### config.mk
export PLATFORM = sky130hd
export DESIGN_NAME = ssd_display_ctrl
export DESIGN_NICKNAME = d
export VERILOG_FILES = /design/src/rtl/ssd_pkg.sv /design/src/rtl/ssd_display_ctrl_bin2bcd.sv /design/src/rtl/ssd_display_ctrl.sv
export SDC_FILE = /design/constraint.sdc
export NUM_CORES = 1
export LEC_CHECK = 0
export BUFFER_PORTS_ARGS = -buffer_cell sky130_fd_sc_hd__buf_2
export CORE_AREA = 2 2 125 127
export DETAILED_ROUTE_END_ITERATION = 8
export DIE_AREA = 0 0 127 129
export HOLD_SLACK_MARGIN = 0.03
export PLACE_DENSITY_LB_ADDON = 0.08
export REMOVE_ABC_BUFFERS = 1
export SLEW_MARGIN = 20
export SYNTH_ARGS = -nofsm -noshare
export SYNTH_HDL_FRONTEND = slang
export SYNTH_SLANG_ARGS = --single-unit
### constraint.sdc
create_clock -name clock_100Mhz -period 5.5 [get_ports clock_100Mhz]
set_input_delay 0 -clock clock_100Mhz [delete_from_list [all_inputs] [get_ports clock_100Mhz]]
set_output_delay 0 -clock clock_100Mhz [all_outputs]
set_load 0.02 [all_outputs]
### src/rtl/ssd_pkg.sv
// Shared constants, state encoding and helpers for the seven-segment display controller.
// Cathodes are active-low and ordered {g,f,e,d,c,b,a}.
package ssd_pkg;

   localparam logic [6:0] SEG_0     = 7'h40;
   localparam logic [6:0] SEG_1     = 7'h79;
   localparam logic [6:0] SEG_2     = 7'h24;
   localparam logic [6:0] SEG_3     = 7'h30;
   localparam logic [6:0] SEG_4     = 7'h19;
   localparam logic [6:0] SEG_5     = 7'h12;
   localparam logic [6:0] SEG_6     = 7'h02;
   localparam logic [6:0] SEG_7     = 7'h78;
   localparam logic [6:0] SEG_8     = 7'h00;
   localparam logic [6:0] SEG_9     = 7'h10;
   localparam logic [6:0] SEG_MINUS = 7'b0111111;
   localparam logic [6:0] SEG_BLANK = 7'h7F;

   typedef enum logic [1:0] {
      ST_IDLE   = 2'd0,
      ST_SHIFT  = 2'd1,
      ST_COMMIT = 2'd2
   } state_e;

   function automatic int clog2(input int value);
      int r;
      r = 0;
      for (int i = 0; i < 62; i++) begin
         if ((64'd1 << i) < 64'(value)) r = i + 1;
      end
      return r;
   endfunction

   function automatic logic [63:0] pow10(input int n);
      logic [63:0] r;
      r = 64'd1;
      for (int i = 0; i < n; i++) r = r * 64'd10;
      return r;
   endfunction

   function automatic logic [6:0] seg_digit(input logic [3:0] nib);
      logic [6:0] s;
      case (nib)
         4'd0:    s = SEG_0;
         4'd1:    s = SEG_1;
         4'd2:    s = SEG_2;
         4'd3:    s = SEG_3;
         4'd4:    s = SEG_4;
         4'd5:    s = SEG_5;
         4'd6:    s = SEG_6;
         4'd7:    s = SEG_7;
         4'd8:    s = SEG_8;
         4'd9:    s = SEG_9;
         default: s = SEG_BLANK;
      endcase
      return s;
   endfunction

endpackage

### src/rtl/ssd_display_ctrl_bin2bcd.sv
// Iterative double-dabble: one add-3/shift step per clock, DATA_W steps per conversion.
// done_o flags the cycle whose closing edge applies the final step, so bcd_o is final right after it.
module bin2bcd_seq
   import ssd_pkg::*;
#(
   parameter int DATA_W = 10,
   parameter int DIGITS = 4
) (
   input  logic                  clk_i,
   input  logic                  rst_ni,
   input  logic                  start_i,
   input  logic [DATA_W-1:0]     bin_i,
   output logic                  done_o,
   output logic [4*DIGITS-1:0]   bcd_o
);

   localparam int CNT_W = (clog2(DATA_W + 1) > 0) ? clog2(DATA_W + 1) : 1;

   logic                busy_q, busy_d;
   logic [CNT_W-1:0]    cnt_q, cnt_d;
   logic [DATA_W-1:0]   bin_q, bin_d;
   logic [4*DIGITS-1:0] bcd_q, bcd_d;
   logic [4*DIGITS-1:0] adj_s;

   assign done_o = busy_q && (cnt_q == CNT_W'(DATA_W - 1));
   assign bcd_o  = bcd_q;

   // add-3 correction on every nibble that would overflow past 9 after the shift
   always_comb begin
      adj_s = bcd_q;
      for (int i = 0; i < DIGITS; i++) begin
         if (bcd_q[4*i +: 4] >= 4'd5) adj_s[4*i +: 4] = bcd_q[4*i +: 4] + 4'd3;
         else                         adj_s[4*i +: 4] = bcd_q[4*i +: 4];
      end
   end

   // iteration control: load on start, then shift DATA_W times
   always_comb begin
      busy_d = busy_q;
      cnt_d  = cnt_q;
      bin_d  = bin_q;
      bcd_d  = bcd_q;
      if (start_i) begin
         busy_d = 1'b1;
         cnt_d  = '0;
         bin_d  = bin_i;
         bcd_d  = '0;
      end else if (busy_q) begin
         {bcd_d, bin_d} = {adj_s[4*DIGITS-2:0], bin_q, 1'b0};
         cnt_d          = cnt_q + 1'b1;
         busy_d         = !done_o;
      end else begin
         busy_d = 1'b0;
      end
   end

   // state registers
   always_ff @(posedge clk_i or negedge rst_ni) begin
      if (!rst_ni) begin
         busy_q <= 1'b0;
         cnt_q  <= '0;
         bin_q  <= '0;
         bcd_q  <= '0;
      end else begin
         busy_q <= busy_d;
         cnt_q  <= cnt_d;
         bin_q  <= bin_d;
         bcd_q  <= bcd_d;
      end
   end

endmodule

### src/rtl/ssd_display_ctrl.sv
// Seven-segment controller: sequential BCD conversion, sign/overflow/blanking, multiplexed scan.
// A 1-deep pending buffer (last load wins) absorbs loads that arrive while a conversion is running.
module ssd_display_ctrl
   import ssd_pkg::*;
#(
   parameter int DATA_W     = 10,
   parameter int DIGITS     = 4,
   parameter int CLK_HZ     = 100_000_000,
   parameter int REFRESH_HZ = 750,
   parameter int BLANK_LZ   = 1
) (
   input  logic              clock_100Mhz,
   input  logic              reset,
   input  logic [DATA_W-1:0] bin_in,
   input  logic              negative,
   input  logic              load,
   output logic              busy,
   output logic              done,
   output logic              overflow,
   output logic [DIGITS-1:0] anode_out,
   output logic [6:0]        BCD_ssd
);

   localparam int          TICK    = (CLK_HZ / REFRESH_HZ > 1) ? CLK_HZ / REFRESH_HZ : 2;
   localparam int          TICK_W  = (clog2(TICK) > 0) ? clog2(TICK) : 1;
   localparam int          IDX_W   = (clog2(DIGITS) > 0) ? clog2(DIGITS) : 1;
   localparam logic [63:0] LIM_POS = pow10(DIGITS);
   localparam logic [63:0] LIM_NEG = pow10(DIGITS - 1);

   state_e                   state_q, state_d;
   logic                     busy_q, busy_d, done_q, done_d, ovf_q, ovf_d;
   logic                     pend_vld_q, pend_vld_d, pend_neg_q, pend_neg_d;
   logic [DATA_W-1:0]        pend_val_q, pend_val_d;
   logic                     cap_neg_q, cap_neg_d, cap_ovf_q, cap_ovf_d;
   logic [DIGITS-1:0][6:0]   disp_q, disp_d, disp_next_s;
   logic [TICK_W-1:0]        tick_cnt_q, tick_cnt_d;
   logic [IDX_W-1:0]         idx_q, idx_d;
   logic [DIGITS-1:0]        anode_q, anode_d;
   logic [6:0]               seg_q, seg_d;
   logic                     start_s, src_neg_s, tick_s, bcd_done_s;
   logic [DATA_W-1:0]        src_val_s;
   logic [4*DIGITS-1:0]      bcd_s;
   int                       msd_s;

   bin2bcd_seq #(.DATA_W(DATA_W), .DIGITS(DIGITS)) u_bin2bcd (
      .clk_i   (clock_100Mhz),
      .rst_ni  (reset),
      .start_i (start_s),
      .bin_i   (src_val_s),
      .done_o  (bcd_done_s),
      .bcd_o   (bcd_s)
   );

   assign busy      = busy_q;
   assign done      = done_q;
   assign overflow  = ovf_q;
   assign anode_out = anode_q;
   assign BCD_ssd   = seg_q;

   // glyphs for the finished conversion: overflow, sign placement and leading-zero blanking
   always_comb begin
      msd_s = 0;
      for (int i = 0; i < DIGITS; i++) begin
         if (bcd_s[4*i +: 4] != 4'd0) msd_s = i;
      end
      for (int i = 0; i < DIGITS; i++) begin
         if (cap_ovf_q)                        disp_next_s[i] = SEG_MINUS;
         else if (BLANK_LZ != 0) begin
            if (i <= msd_s)                    disp_next_s[i] = seg_digit(bcd_s[4*i +: 4]);
            else if (cap_neg_q && i == msd_s + 1) disp_next_s[i] = SEG_MINUS;
            else                               disp_next_s[i] = SEG_BLANK;
         end
         else if (cap_neg_q && i == DIGITS - 1) disp_next_s[i] = SEG_MINUS;
         else                                  disp_next_s[i] = seg_digit(bcd_s[4*i +: 4]);
      end
   end

   // conversion FSM, capture and pending buffer
   always_comb begin
      state_d    = state_q;
      busy_d     = busy_q;
      done_d     = 1'b0;
      ovf_d      = ovf_q;
      disp_d     = disp_q;
      cap_neg_d  = cap_neg_q;
      cap_ovf_d  = cap_ovf_q;
      pend_vld_d = pend_vld_q;
      pend_val_d = pend_val_q;
      pend_neg_d = pend_neg_q;
      start_s    = 1'b0;
      src_val_s  = pend_vld_q ? pend_val_q : bin_in;
      src_neg_s  = pend_vld_q ? pend_neg_q : negative;
      case (state_q)
         ST_IDLE: begin
            if (pend_vld_q || load) begin
               start_s   = 1'b1;
               busy_d    = 1'b1;
               state_d   = ST_SHIFT;
               cap_neg_d = src_neg_s && (src_val_s != '0);
               cap_ovf_d = src_neg_s ? (64'(src_val_s) >= LIM_NEG) : (64'(src_val_s) >= LIM_POS);
            end else begin
               busy_d = 1'b0;
            end
         end
         ST_SHIFT: begin
            if (bcd_done_s) state_d = ST_COMMIT;
            else            state_d = ST_SHIFT;
         end
         ST_COMMIT: begin
            disp_d  = disp_next_s;
            ovf_d   = cap_ovf_q;
            done_d  = 1'b1;
            busy_d  = 1'b0;
            state_d = ST_IDLE;
         end
         default: begin
            busy_d  = 1'b0;
            state_d = ST_IDLE;
         end
      endcase
      // a load that cannot start now is parked; IDLE with a pending value re-parks a coincident load
      if (load && (state_q != ST_IDLE || pend_vld_q)) begin
         pend_vld_d = 1'b1;
         pend_val_d = bin_in;
         pend_neg_d = negative;
      end else if (state_q == ST_IDLE) begin
         pend_vld_d = 1'b0;
      end else begin
         pend_vld_d = pend_vld_q;
      end
   end

   // free-running digit scan
   always_comb begin
      tick_s     = (tick_cnt_q == TICK_W'(TICK - 1));
      tick_cnt_d = tick_s ? '0 : tick_cnt_q + 1'b1;
      anode_d    = anode_q;
      seg_d      = seg_q;
      idx_d      = idx_q;
      if (tick_s) begin
         anode_d = ~(DIGITS'(1) << idx_q);
         seg_d   = disp_q[idx_q];
         idx_d   = (idx_q == IDX_W'(DIGITS - 1)) ? '0 : idx_q + 1'b1;
      end else begin
         idx_d = idx_q;
      end
   end

   // state registers
   always_ff @(posedge clock_100Mhz or negedge reset) begin
      if (!reset) begin
         state_q    <= ST_IDLE;
         busy_q     <= 1'b0;
         done_q     <= 1'b0;
         ovf_q      <= 1'b0;
         pend_vld_q <= 1'b0;
         pend_val_q <= '0;
         pend_neg_q <= 1'b0;
         cap_neg_q  <= 1'b0;
         cap_ovf_q  <= 1'b0;
         disp_q     <= {DIGITS{SEG_BLANK}};
         tick_cnt_q <= '0;
         idx_q      <= '0;
         anode_q    <= '1;
         seg_q      <= SEG_BLANK;
      end else begin
         state_q    <= state_d;
         busy_q     <= busy_d;
         done_q     <= done_d;
         ovf_q      <= ovf_d;
         pend_vld_q <= pend_vld_d;
         pend_val_q <= pend_val_d;
         pend_neg_q <= pend_neg_d;
         cap_neg_q  <= cap_neg_d;
         cap_ovf_q  <= cap_ovf_d;
         disp_q     <= disp_d;
         tick_cnt_q <= tick_cnt_d;
         idx_q      <= idx_d;
         anode_q    <= anode_d;
         seg_q      <= seg_d;
      end
   end

endmodule

-- After elaboration in Yosys (flattened, before gate mapping)
Memory sizes are Yosys's and may differ from the RTL's.
Index checks and enable logic that the tools add are counted.
- reductions and logical operators: 20
- eq/ne operators: 9
- $add $sub $neg: 8
- mux-type cells: 43
- bitwise logic cells: 1
- order comparisons: 10
- shift-type cells: 1
- operators by type and width (cell ; count):
    2-to-1 mux 7 bit ; 13
    == test 3 x 32 -> 1 bit (first input constant) ; 2
    <= comparator 3 x 32 -> 1 bit (first input constant) ; 2
    adder 32 x 2 -> 32 bit (second input constant) ; 1
    == test 2 x 32 -> 1 bit (first input constant) ; 1
    <= comparator 1 x 32 -> 1 bit (first input constant) ; 1
    <= comparator 2 x 32 -> 1 bit (first input constant) ; 1
    logical NOT 32 bit ; 1
    2-to-1 mux 16 bit ; 2
    2-to-1 mux 10 bit ; 3
    2-to-1 mux 4 bit ; 5
    adder 18 x 1 -> 18 bit (second input constant) ; 1
    == test 18 bit (second input constant) ; 1
    2-to-1 mux 18 bit ; 1
    >= comparator 4 x 3 -> 1 bit (second input constant) ; 4
    binary-select mux 7 bit (select 2 bit) ; 1
    adder 4 x 2 -> 4 bit (second input constant) ; 3
    nonzero test 4 bit ; 3
    >= comparator 10 bit (second input constant) ; 1
    2-to-1 mux 1 bit ; 10
    2-to-1 mux 2 bit ; 5
    nonzero test 10 bit ; 1
    logical AND 1 bit ; 7
    nonzero test 2 bit ; 3
    17 further kinds ; 19
- memories: 4
- bits of input ports: 14
- bits in registers: 109
- word-level logic and storage cells: 117
- bits in read-only memories: 448
- memory list (memory ; depth ; width ; rd ports ; clocked after memory_dff ; write ports ; RTL line ; text):
    (no name shown) ; 16 ; 7 ; 1 ; 0 ; 0 ; ssd_pkg.sv:42 ; case (nib)
    (no name shown) ; 16 ; 7 ; 1 ; 0 ; 0 ; ssd_pkg.sv:42 ;
    (no name shown) ; 16 ; 7 ; 1 ; 0 ; 0 ; ssd_pkg.sv:42 ;
    (no name shown) ; 16 ; 7 ; 1 ; 0 ; 0 ; ssd_pkg.sv:42 ;

-- Longest topological paths before layout
- word-level depth: 10
- depth in mapped cells: 6

-- Hierarchy
From an unflattened synthesis, not the netlist that was laid out.
- cells, all modules: 576
- area, all modules: 6100.9 µm²
- modules (own cells, without submodules) (module ; cells an instance ; times used ; sequential area each (µm²) ; area each (µm²)):
    ssd_display_ctrl ; 396 ; 1 ; 2000.7 ; 4381.7
    bin2bcd_seq ; 180 ; 1 ; 775.7 ; 1719.1

-- Worst setup path before layout
OpenSTA, ideal clock, no wires.
- kind: reg-to-reg
- start point: register u_bin2bcd.bcd_q[13], in the netlist u_bin2bcd.bcd_o[13]
- end point: register disp_q[7] (netlist bit)
- path slack: 3.720 ns
- arrival time: 1.719 ns
- period minus slack after synthesis: 1.780 ns
- cell stages (with the launch flop): 7
- required time: 5.439 ns
- cells stage by stage: dfrtp_1 inv_1 ha_1 nor3b_2 nand4_1 o311ai_2 o22a_1
- longest elaborated chain between the ends: 5
- ends and longest elaborated chain (element ; RTL line ; text):
    from (decl) ; ssd_display_ctrl_bin2bcd.sv:22 ; logic [4*DIGITS-1:0] bcd_q, bcd_d;
    from (signal assigned) ; ssd_display_ctrl_bin2bcd.sv:63 ; bcd_q <= '0;
    from (signal assigned) ; ssd_display_ctrl_bin2bcd.sv:68 ; bcd_q <= bcd_d;
    nonzero test 4 bit ; ssd_display_ctrl.sv:64 ; if (bcd_s[4*i +: 4] != 4'd0) msd_s = i;
    2-to-1 mux 2 bit ; ssd_display_ctrl.sv:64 ;
    <= comparator 2 x 32 -> 1 bit ; ssd_display_ctrl.sv:69 ; if (i <= msd_s) disp_next_s[i] = seg_digit(bcd_s[4*i +: 4]);
    2-to-1 mux 7 bit ; ssd_display_ctrl.sv:69 ;
    2-to-1 mux 7 bit ; ssd_display_ctrl.sv:67 ; if (cap_ovf_q) disp_next_s[i] = SEG_MINUS;
    to (signal assigned) ; ssd_display_ctrl.sv:161 ; disp_q <= {DIGITS{SEG_BLANK}};
    to (signal assigned) ; ssd_display_ctrl.sv:176 ; disp_q <= disp_d;
    to (decl) ; ssd_display_ctrl.sv:35 ; logic [DIGITS-1:0][6:0] disp_q, disp_d, disp_next_s;
No other way between the ends.
A chain may end at the register's enable or synchronous reset.

-- Final worst setup path
- start point: register u_bin2bcd.busy_q
- end point: register u_bin2bcd.bcd_q[12], in the netlist u_bin2bcd.bcd_o[12]
- longest elaborated chain between the ends: 1
- ends and longest elaborated chain (element ; RTL line ; text):
    from (decl) ; ssd_display_ctrl_bin2bcd.sv:19 ; logic busy_q, busy_d;
    from (signal assigned) ; ssd_display_ctrl_bin2bcd.sv:65 ; busy_q <= busy_d;
    nonzero test 2 bit (no source line) ; - ;
No other way between the ends.

==> out/qor.csv <==
stage,metric,value,unit
placement,place_congestion,0.794,
clock_network,clock_latency,350,ps
finish,fillers,1430,
timing,rsz0062_at_grt,no,
synthesis,yosys.area_share.adder,5.98,%
detailed_routing,via_count,4115,
synthesis,synthArstFlopShare,100,%
detailed_routing,wire_per_inst,16.0,µm
timing,skew,7.07,ps
critical_path,crit_type,register to register,
timing,period_share,46.1,%
critical_path,rr_endpoint,u_bin2bcd.bcd_o[12],
clock_network,clk_pin_slew,70,ps
die,fp.dieH,129,µm
synthesis,netlist_instances,566,
critical_path,worstRegToRegCells,3,
synthesis,syn_area_per_cell,10.4,µm²
synthesis,ys_ff_latch,109,
detailed_routing,via_per_inst,5.25,
detailed_routing,drc,0,
die,rows,45,
clock_network,root_buffer,clkbuf_16,
synthesis,synth_top_family_by_area,simple AND/OR/NAND/NOR gates,
detailed_routing,ant_nets,0,
power,vdd_drop_max,364,µV
clock_network,clock-sinks,109,
run,drv_cap,0,
clock_network,postCtsSetupBuffers,0,
critical_path,reg2reg_slack,2960,ps
placement,port_buffers,27,
die,core_area,0.0150,mm²
synthesis,synth_compound_area_share,13.0,%
synthesis,synth_edf_count,0,
timing,fmax,394,MHz
synthesis,synth.area.mux_share,10.2,%
synthesis,syn_area,0.00586,mm²
grt,grt_pass1_vias,4065,
finish,antennaDiodeCount,0,
grt,grt_max_degree,65,
grt,grt_pass1_wl,21300,µm
finish,drive_gt1_share,19.6,%
die,die-area,0.0164,mm²
run_status,outcome,"finished, final reports clean",
grt,track_usage,16.5,%
timing,final_max_slew_viol_count,0,
critical_path,crit_fanout,32,
critical_path,end_kind,register,
finish,nets,633,
die,die_w,127,µm
placement,placed_cells,755,
placement,hpwl,8850,µm
die,initial_core_util,39.1,%
clock_network,htree_levels,3,
critical_path,worstReg2RegStart,u_bin2bcd.busy_q,
finish,final_cell_mix,"dfrtp_1, nor2_1, a21oi_1",
finish,final_common_cell,dfrtp_1,
clock_network,cts_tree,built,
clock_network,clockBufferDepth,2,
power,powerDensity,485,mW/mm²
power,leakagePower,2.84,nW
detailed_routing,first_iter_violations,233,
finish,final-instance-count-excl-fill,784,
timing,worst_pin_slew,1040,ps
critical_path,crit_arrival,2810,ps
placement,place_area,0.00614,mm²
timing,timing.slew.headroom,30.9,%
synthesis,ys_types,54,
die,ios,28,
timing,hold_viol_final,0,
timing,tns,0,ps
synthesis,yosysSeqAreaShare,47.4,%
finish,seq_area,0.00278,mm²
critical_path,crit_required,5780,ps
synthesis,ys_warn_count,0,
finish,area_growth,12.3,%
finish,multi_input_area,0.00286,mm²
grt,antenna_found_initial,0,
synthesis,ys.flop_type,dfrtp_1,
hold_path,min_path_type,input port to asynchronous set/reset pin,
synthesis,synth_xor_area_share,3.59,%
grt,grt_remaining_overflow,0,
finish,stdcell_area,0.00658,mm²
clock_network,cts_made_buffers,9,
detailed_routing,wl,12500,µm
detailed_routing,first_pass_iters,4,
synthesis,yosys.area_share.simple,15.9,%
critical_path,start_kind,register,
timing,period_needed,2540,ps
timing,setup_viol,0,
## through the flow
step	util (%)	setup slack (ps)	power, mW	hold WS, ps
2_1_floorplan	-	2670	2.18	-296
3_3_place_gp	41.0	3010	2.52	140
3_5_place_dp	41.0	2950	2.54	155
4_1_cts	44.0	2920	3.24	305
5_1_grt	44.0	2730	3.46	322
6_report	44.0	2960	3.19	274
## final cells by class
type	count	share of cell area (%)
Clock buffer	11	3.86
Multi-Input combinational cell	400	43.5
Sequential cell	109	42.2
Clock inverter	5	0.855
Inverter	27	1.54
Tap cell	188	3.57
Timing Repair Buffer	44	4.52
## per-layer routing
metal / vias to the layer above / track usage [%] / share of wire [%]
met2: 62 / 27.4 / 47
li1: 2072 / - / -
met4: 0 / 4.78 / 1.4
met1: 1970 / 21.4 / 48
met3: 11 / 4.16 / 3.1
met5: - / 0 / 0
## repair_timing
action                                 4_1_cts  5_1_grt
gates resized for setup                      0        0
hold buffers                                13        0
endpoints found under the hold margin       55        0
## where the power goes
group	total [mW]	leakage (nW)	switching, mW	internal, mW
clock	0.675	0.151	0.294	0.381
sequential	1.38	1.28	0.302	1.08
combinational	1.14	1.42	0.593	0.543
## worst max path at each step
stage | startpoint | endpoint | slack [ps] | cells past startpoint
after floorplan | pend_vld_q | u_bin2bcd.bcd_o[10] | 2670 | 3
after global placement | u_bin2bcd.busy_q | u_bin2bcd.bcd_o[12] | 3010 | 3
after detailed placement | u_bin2bcd.busy_q | u_bin2bcd.bcd_o[12] | 2950 | 3
after CTS | u_bin2bcd.busy_q | u_bin2bcd.bcd_o[12] | 2920 | 3
after global routing | u_bin2bcd.busy_q | u_bin2bcd.bcd_o[12] | 2730 | 3
final | u_bin2bcd.busy_q | u_bin2bcd.bcd_o[12] | 2960 | 3
## critical path, stage by stage, from the launching register on
cell      delay [ps]
dfrtp_1         1030
clkinv_1         760
or3_1            540
a21oi_1          120
## registers in the layout (all words and copies together), names as in the netlist
signal / count
disp_q: 28
tick_cnt_q: 18
u_bin2bcd.bcd_o: 16
pend_val_q: 10
u_bin2bcd.bin_q: 10
BCD_ssd: 7
anode_out: 4
u_bin2bcd.cnt_q: 4
idx_q: 2
state_q: 2
busy: 1
cap_neg_q: 1
cap_ovf_q: 1
done: 1
overflow: 1
pend_neg_q: 1
pend_vld_q: 1
u_bin2bcd.busy_q: 1
## logic make-up after synthesis
kind of cell / Yosys count
DFF: 109
AOI/OAI and AO/OA: 120
adders and majority gates: 28
buffers and inverters: 57
xor gates and xnor gates: 24
and+or+nand+nor: 180
muxes: 48
## synth_stat cells, types with 4 or more instances
cell type  instances  share of area [%]
a211oi_1          12                1.5
a21oi_1           41                3.5
and2_1            11                1.2
and3_1             5               0.53
buf_2              7               0.60
clkbuf_1          19                1.2
dfrtp_1           70                 30
dfstp_2           39                 17
ha_1              28                6.0
inv_1             25                1.6
mux2_1             6                1.2
mux2_2            17                3.3
mux2i_1           18                3.1
mux4_2             7                2.7
nand2_1           37                2.4
nand2b_1           9               0.96
nand3_1           14                1.2
nand4_1           11                1.2
nor2_1            51                3.3
nor2b_1            9               0.96
nor3_1            11               0.94
nor3b_1            4               0.51
o21ai_0           23                2.0
o22a_1            16                2.4
o22ai_1            8               0.85
xnor2_1           14                2.1
xor2_1            10                1.5
Power figures use the tool's default switching activity.
